File: config.mk
export PLATFORM = sky130hd
export DESIGN_NAME = seg_pipe_adder
export DESIGN_NICKNAME = d
export VERILOG_FILES = /design/src/rtl/seg_pipe_adder_pkg.sv /design/src/rtl/seg_pipe_adder_segment.sv /design/src/rtl/seg_pipe_adder.sv
export SDC_FILE = /design/constraint.sdc
export NUM_CORES = 1
export LEC_CHECK = 0
export ABC_AREA = 1
export ABC_CLOCK_PERIOD_IN_PS = 10200
export CAP_MARGIN = 10
export CELL_PAD_IN_SITES_DETAIL_PLACEMENT = 0
export CELL_PAD_IN_SITES_GLOBAL_PLACEMENT = 1
export CORE_AREA = 5 5 144 119
export DETAILED_ROUTE_END_ITERATION = 16
export DIE_AREA = 0 0 149 124
export PLACE_DENSITY = 0.84
export SLEW_MARGIN = 5
export SYNTH_ARGS = -nofsm -noshare
export SYNTH_HDL_FRONTEND = slang
export SYNTH_SLANG_ARGS = --single-unit
File: constraint.sdc
create_clock -name clk -period 10.2 [get_ports clk]
set_input_delay 2.04 -clock clk [delete_from_list [all_inputs] [get_ports clk]]
set_output_delay 2.04 -clock clk [all_outputs]
set_load 0.02 [all_outputs]
File: src/rtl/seg_pipe_adder_pkg.sv
// Shared defaults and mode encoding for the segmented pipelined adder.
package seg_pipe_adder_pkg;

    localparam int   DEF_WIDTH = 32;
    localparam int   DEF_SEG_W = 8;

    localparam logic MODE_ADD  = 1'b0;
    localparam logic MODE_SUB  = 1'b1;

    function automatic int num_stages(input int width, input int seg_w);
        return width / seg_w;
    endfunction

endpackage

File: src/rtl/seg_pipe_adder_segment.sv
// One SEG_W-bit ripple-carry slice; exposes the carry into its MSB for overflow.
module adder_segment
    import seg_pipe_adder_pkg::*;
#(
    parameter int SEG_W = DEF_SEG_W
) (
    input  logic [SEG_W-1:0] a,
    input  logic [SEG_W-1:0] b,
    input  logic             ci,
    output logic [SEG_W-1:0] s,
    output logic             co,
    output logic             c_msb
);

    logic [SEG_W:0] w_c;

    always_comb begin
        w_c    = '0;
        s      = '0;
        w_c[0] = ci;
        for (int i = 0; i < SEG_W; i++) begin
            s[i]     = a[i] ^ b[i] ^ w_c[i];
            w_c[i+1] = (a[i] & b[i]) | (w_c[i] & (a[i] ^ b[i]));
        end
    end

    assign co    = w_c[SEG_W];
    assign c_msb = w_c[SEG_W-1];

endmodule

File: src/rtl/seg_pipe_adder.sv
// Pipelined add/sub: one SEG_W carry segment resolved per stage, valid/ready on both sides.
module seg_pipe_adder
    import seg_pipe_adder_pkg::*;
#(
    parameter int WIDTH = DEF_WIDTH,
    parameter int SEG_W = DEF_SEG_W
) (
    input  logic             clk,
    input  logic             rst_n,
    input  logic             in_valid,
    output logic             in_ready,
    input  logic [WIDTH-1:0] a,
    input  logic [WIDTH-1:0] b,
    input  logic             cin,
    input  logic             sub,
    output logic             out_valid,
    input  logic             out_ready,
    output logic [WIDTH-1:0] sum,
    output logic             cout,
    output logic             of
);

    localparam int STAGES = num_stages(WIDTH, SEG_W);
    localparam int NMID   = (STAGES > 1) ? STAGES - 1 : 1;

    logic [STAGES-1:0]            w_vld_in;
    logic [STAGES-1:0][WIDTH-1:0] w_a_in, w_b_in, w_s_in, w_s_nx;
    logic [STAGES-1:0]            w_c_in, w_co, w_cm;
    logic [STAGES-1:0][SEG_W-1:0] w_seg;
    logic                         w_stall;

    logic [NMID-1:0]              r_vld_pipe;
    logic [NMID-1:0][WIDTH-1:0]   r_a, r_b, r_s;
    logic [NMID-1:0]              r_c;
    logic                         r_out_valid, r_cout, r_of;
    logic [WIDTH-1:0]             r_sum;

    assign w_stall  = r_out_valid & ~out_ready;
    assign in_ready = ~w_stall;

    for (genvar k = 0; k < STAGES; k++) begin : g_stage
        if (k == 0) begin : g_head
            // b is inverted and the +1 injected here, so sub travels with its operands
            assign w_vld_in[k] = in_valid;
            assign w_a_in[k]   = a;
            assign w_b_in[k]   = (sub == MODE_SUB) ? ~b : b;
            assign w_c_in[k]   = (sub == MODE_ADD) ? cin : 1'b1;
            assign w_s_in[k]   = '0;
        end else begin : g_body
            assign w_vld_in[k] = r_vld_pipe[k-1];
            assign w_a_in[k]   = r_a[k-1];
            assign w_b_in[k]   = r_b[k-1];
            assign w_c_in[k]   = r_c[k-1];
            assign w_s_in[k]   = r_s[k-1];
        end

        adder_segment #(.SEG_W(SEG_W)) u_seg (
            .a     (w_a_in[k][k*SEG_W +: SEG_W]),
            .b     (w_b_in[k][k*SEG_W +: SEG_W]),
            .ci    (w_c_in[k]),
            .s     (w_seg[k]),
            .co    (w_co[k]),
            .c_msb (w_cm[k])
        );

        assign w_s_nx[k] = w_s_in[k] | (WIDTH'(w_seg[k]) << (k*SEG_W));
    end

    always_ff @(posedge clk) begin
        if (!rst_n) begin
            r_vld_pipe  <= '0;
            r_out_valid <= 1'b0;
            r_sum       <= '0;
            r_cout      <= 1'b0;
            r_of        <= 1'b0;
        end else if (!w_stall) begin
            for (int k = 0; k < STAGES-1; k++) r_vld_pipe[k] <= w_vld_in[k];
            r_out_valid <= w_vld_in[STAGES-1];
            // result regs move only on a real transfer so bubbles never disturb them
            if (w_vld_in[STAGES-1]) begin
                r_sum  <= w_s_nx[STAGES-1];
                r_cout <= w_co[STAGES-1];
                r_of   <= w_co[STAGES-1] ^ w_cm[STAGES-1];
            end
        end
    end

    always_ff @(posedge clk) begin
        if (!w_stall) begin
            for (int k = 0; k < STAGES-1; k++) begin
                r_a[k] <= w_a_in[k];
                r_b[k] <= w_b_in[k];
                r_c[k] <= w_co[k];
                r_s[k] <= w_s_nx[k];
            end
        end
    end

    assign out_valid = r_out_valid;
    assign sum       = r_sum;
    assign cout      = r_cout;
    assign of        = r_of;

endmodule

# Yosys cells after proc, flatten, opt, wreduce, memory -nomap -nowiden
# Index checks and enable logic that the tools add are counted.
[op_classes]
n_mux = 2
reduce_logical = 1
bitwise = 168
[ops]
columns = ["cell", "n"]
rows = [
  ["$and 1x1->1", 65],
  ["$xor 1x1->1", 65],
  ["$mux 32", 1],
  ["$not 32->32", 1],
  ["$or 1x1->1", 32],
  ["$or 32x24->32", 1],
  ["$or 32x32->32", 1],
  ["$or 8x16->16", 1],
  ["$not 1->1", 2],
  ["$reduce_and 2->1", 1],
  ["$mux 1", 1],
]
[totals]
inputBits = 70
out_inout_bits = 36
reg_bits = 305
word_cells = 186

# Longest topological paths before layout
[logic_depth]
word_depth = 19
ltp_mapped = 16
mapped_depth_nobuf = 16

# By module
# From an unflattened synthesis, not the netlist that was laid out.
[hier_totals]
hier_cells = 470
hier_area_um2 = 7194.4
[by_module_without_submodules]
columns = ["mod", "instances", "seq_area_each_um2", "area_per_inst_um2", "cells_per_inst"]
rows = [
  ["seg_pipe_adder", 1, 5175.0, 6403.6, 398],
  ["adder_segment", 4, 0.0, 197.7, 18],
]

# Worst setup path after synthesis
# OpenSTA, ideal clock, no wires.
[synth_timing]
kind = "input to register"
startpoint = "input port sub"
endpoint = "register r_s[7] (netlist bit) (data pin)"
setup_time_ns = 0.269
required_time_ns = 9.931
setup_slack_ns = 4.500
arrival_ns = 5.431
stages = 14
cell_sequence = "buf_4 buf_6 xnor2_1 fa_1 inv_1 fa_1 inv_1 fa_1 fa_1 fa_1 fa_1 fa_1 inv_1 fa_1"
[synth_between]
elab_chain_cells = 17
word_cells_on_any_way = 32
classes_between = "mux: 2; bitwise: 30"
[synth_lines]
columns = ["item", "line", "rtl"]
rows = [
  ["from (decl)", "seg_pipe_adder.sv:15", "input logic sub,"],
  ["$mux 32", "seg_pipe_adder.sv:46", "assign w_b_in[k] = (sub == MODE_SUB) ? ~b : b;"],
  ["$xor 1x1->1", "seg_pipe_adder_segment.sv:23", "w_c[i+1] = (a[i] & b[i]) | (w_c[i] & (a[i] ^ b[i]));"],
  ["$and 1x1->1", "seg_pipe_adder_segment.sv:23", ""],
  ["$or 1x1->1", "seg_pipe_adder_segment.sv:23", ""],
  ["$and 1x1->1", "seg_pipe_adder_segment.sv:23", ""],
  ["$or 1x1->1", "seg_pipe_adder_segment.sv:23", ""],
  ["$and 1x1->1", "seg_pipe_adder_segment.sv:23", ""],
  ["$or 1x1->1", "seg_pipe_adder_segment.sv:23", ""],
  ["[... 2 more ...]", "n/a", ""],
  ["$and 1x1->1", "seg_pipe_adder_segment.sv:23", ""],
  ["$or 1x1->1", "seg_pipe_adder_segment.sv:23", ""],
  ["$and 1x1->1", "seg_pipe_adder_segment.sv:23", ""],
  ["$or 1x1->1", "seg_pipe_adder_segment.sv:23", ""],
  ["$and 1x1->1", "seg_pipe_adder_segment.sv:23", ""],
  ["$or 1x1->1", "seg_pipe_adder_segment.sv:23", ""],
  ["$xor 1x1->1 (*)", "seg_pipe_adder_segment.sv:22", "s[i] = a[i] ^ b[i] ^ w_c[i];"],
  ["net g_stage[0].u_seg.s[7]", "seg_pipe_adder_segment.sv:10", "output logic [SEG_W-1:0] s,"],
  ["to (signal, indexed assignment)", "seg_pipe_adder.sv:94", "r_s[k] <= w_s_nx[k];"],
  ["to (decl)", "seg_pipe_adder.sv:33", "logic [NMID-1:0][WIDTH-1:0] r_a, r_b, r_s;"],
]
# Mark *: on every way through the listed nets, which the timed path passes. The rest lies on a longest branch.
# A chain may end at the register's enable or synchronous reset.

# Worst setup path after layout
[layout_timing]
startpoint = "input port out_ready"
endpoint = "output port in_ready"
[layout_between]
elab_chain_cells = 3
[layout_lines]
columns = ["item", "line", "rtl"]
rows = [
  ["from (decl)", "seg_pipe_adder.sv:17", "input logic out_ready,"],
  ["$not 1->1", "seg_pipe_adder.sv:38", "assign w_stall = r_out_valid & ~out_ready;"],
  ["$and 1x1->1", "seg_pipe_adder.sv:38", ""],
  ["$not 1->1 (no line)", "n/a", ""],
  ["to (decl)", "seg_pipe_adder.sv:11", "output logic in_ready,"],
]
# No other way between the ends.

==> flow_results.org <==
** Run
- Max-cap violations in this run came to 0.

** Place
- RD Place Congestion :: 0.739
- DPL Wire Length :: 6.96 mm
- Pre-CTS setup slack :: 4.07 ns
- Number of buffers added on ports :: 105

** Clock network
- Clock tree synthesis found a total of 185 sinks.
- Count of buffers added by post-CTS timing repair for setup :: 0
- The clock passes through at most 2 buffers.
- CTS-repair resized insts :: 0
- In this run, CTS created clock tree buffers numbering 17.
- The H-tree was split into 4 levels.
- After clock tree synthesis, the clock-pin slew on the worst setup and hold paths is 0.06 ns.
- TritonCTS built the clock tree.
- For this design, the CTS-stage hold fixing added 0 buffers.
- In this run the clock root is driven by a clkbuf_16.
- Insertion delay to the later sink of the worst-skew pair :: 0.42 ns

** Global route
- Global routing finished with a remaining overflow of 0.
- Maximum number of pins on one net before global-route repair :: 94
- Vias in the first global route :: 3686
- Global router's overall resource usage :: 12.7%
- Global-route wire length before repair :: 17.8 mm
- The initial antenna violation count is 0.

** Synthesis
- After technology mapping, the gate count stands at 470.
- Among all flip-flop cells after synthesis, the most frequent one is edfxtp_1.
- Yosys instantiated no cell more often than edfxtp_1.
- The Yosys step of the flow raised 0 warnings.
- Area share of the largest cell type after synthesis :: 60.5%
- Fraction of registers with async set/reset :: 0%
- Each instance of the synthesized netlist takes up on average 15.5 um2.
- Sequential element share of the synthesized area :: 70.9%
- In this run the cell area of the synthesized design comes to 7300 um2.
- Number of nets produced by synthesis :: 572
- Synth cell count leaders :: edfxtp_1 (147), inv_1 (46), nor2_1 (42)
- After synthesis the netlist holds a flip-flop and latch count of 185.
- Synthesis instantiated 21 different standard cells from the library.
- Of all cell types, the one taking the most synthesized area is edfxtp_1.
- Count of flip-flops with a built-in enable after synthesis :: 147
- Ranked by total cell area, the synthesized netlist is headed by edfxtp_1 (60%), dfxtp_1 (10%), fa_1 (8.8%), xor2_1 (3.1%), nand3b_1 (3.1%).

** Timing
- Between clock sinks in the finished design, the worst skew comes to 0.00623 ns.
- Setup repair after global routing left no endpoint under its margin.
- Worst Tran Pin Value :: 1.04 ns
- The worst path meets setup with 4.48 ns of slack.
- Fin crit share :: 56.1%
- Final TNS setup :: 0 ns
- Derived from the worst setup path, the maximum achievable clock frequency is 175 MHz.
- Worst slew margin relative to its limit :: 30.5%
- Final-report max-slew violation count :: 0
- The number of endpoints with negative hold slack in the final report was 0.
- The worst path needs 5.72 ns of the cycle, external delays included.
- Setup violations remaining at the end of the flow were counted as 0.

** Die
- Chip width :: 149 um
- The floorplan step defined a die boundary enclosing 18500 um2.
- Once the floorplan was initialized, standard cells occupied 47.1% of the core.
- From bottom edge to top edge, the die measures 124 um.
- Std-Cell Core Area :: 15500 um2
- The initialized floorplan defines 41 standard-cell rows.
- I/O pin count :: 106

** Setup path
- The critical path goes through clkdlybuf4s50_1 -> inv_1 -> nand2_8 -> clkdlybuf4s50_1.
- Kind of start point of the critical path :: input pin
- Delay of the slowest cell on the worst path :: 0.70 ns
- Critical path class :: input pin to output pin
- Along the worst path, the maximum fanout reaches 63.
- Setup slack of the worst register-to-register path :: 6.04 ns
- Arrival @ worst endpoint :: 3.68 ns
- Required time reported for the critical path endpoint :: 8.16 ns
- Worst path slowest cell :: clkdlybuf4s50_1
- The cell that appears most often on the critical path is clkdlybuf4s50_1.
- Critical path endpoint category :: output pin

** Final layout
- Area used by multi-input combinational logic :: 1750 um2
- Total Nets Final :: 678
- After filler insertion, the fill cell instance count of the layout stands at 1224.
- Compared with the post-synthesis result, the final layout area differs by 23.2%.
- FF+latch area :: 5180 um2
- Fraction of layout instances using a drive strength above 1 :: 8.86%

** Outcome
- Status :: finished, final reports clean

** Hold path
- Worst min-delay path class :: register to register

** Route
- Via count of the routed design :: 3583
- Residual DRC :: 0
- In the final routed layout, each cell accounts on average for 13.5 um.
- After detailed routing, the total wire length is 10.8 mm.
- After detailed routing, the number of vias per cell comes to 4.46.
- Iteration-0 DRC Markers :: 172
- The first detailed-routing pass ran for 4 iterations.
- The count of nets left with antenna violations once routing finished came out at 0.

** Power
- Static leakage :: 3.45 nW
- Peak supply drop :: 0.000112 V
- Cell Pwr Density :: 194 nW/um2
[cells in the final DEF (no fill, tap or decap), types with 2 or more instances in the layout]
master           netlist  layout
clkdlybuf4s50_1        0     104
clkbuf_1               1       2
clkinv_1               0       4
a21oi_2               20      20
xor2_1                26      26
o21ai_0                3       3
nand2_1               39      39
a21oi_1               13      13
fa_1                  32      32
edfxtp_1             147     147
xnor2_1                6       6
clkbuf_16              0      17
nor2_1                42      42
clkinv_2               0       3
dfxtp_1               38      37
nand3_1                3       3
nand3b_1              30      30
buf_4                  5       5
inv_1                 46      46
bufinv_16              0       2
[power breakdown]
part | internal [mW] | switching [mW] | total [mW] | leakage, nW
clock network | 0.353 | 0.248 | 0.602 | 0.263
logic | 0.0887 | 0.0767 | 0.165 | 1.32
registers | 0.941 | 0.0321 | 0.973 | 1.86
[cells by family after synthesis]
kind of cell / share of synthesized area [%]
buffers and inverters: 5.25
AOI/OAI and AO/OA: 3.60
xor gates and xnor gates: 3.84
DFF: 70.9
adders and majority gates: 8.78
and+or+nand+nor: 7.61
[final timing paths]
kind / to / cells after the start / from
worst min-delay path: r_b[63]$_DFFE_PN_ / 0 / r_b[31]$_DFFE_PN_
worst max-delay path: in_ready / 4 / out_ready
worst max register to register: r_s[47]$_DFFE_PN_ / 12 / r_c[0]$_DFFE_PN_
worst min register to register: r_b[63]$_DFFE_PN_ / 0 / r_b[31]$_DFFE_PN_
[state kept, by name, indices dropped and copies added, names as in the netlist]
name and cells:
r_s 48, out_valid 1, r_b 48, cout 1
r_c 3, r_a 48, r_vld_pipe 3, sum 32
of 1
[per-layer routing]
| metal | GRT usage, % | vias up | share of wire [%] |
|---|---|---|---|
| met5 | 0 | - | 0 |
| met4 | 5.66 | 0 | 1.7 |
| met3 | 3.78 | 17 | 4.4 |
| met2 | 21.4 | 71 | 51 |
| met1 | 15.3 | 1701 | 43 |
| li1 | - | 1794 | - |
[through the flow]
stage          utilization [%]  area (um2)  power, mW  hold WS (ns)  cells
2_1_floorplan                -        7300       1.08         0.400    470
3_3_place_gp              54.5        8450       1.14         0.402    772
3_5_place_dp              54.5        8450       1.16         0.405    772
4_1_cts                   58.0        8990       1.77         0.415    802
5_1_grt                   58.0        8990       1.83         0.420    802
6_report                  58.0        8990       1.74         0.414    803
[critical path: cells and delay by family]
kind / cells / cell delay (ns)
buffers and inverters: 3 / 1.23
AND/OR/NAND/NOR: 1 / 0.33
[final cells by class]
class | instances | area share [%]
flip-flops and latches | 185 | 57.6
multi-input cells | 216 | 19.4
repair buffers | 110 | 12.1
clock buffers | 19 | 4.81
well taps | 215 | 2.99
inverters | 46 | 1.92
clock inverters | 11 | 1.18
diodes | 1 | 0.0278
(Power assumes the default switching activity.)
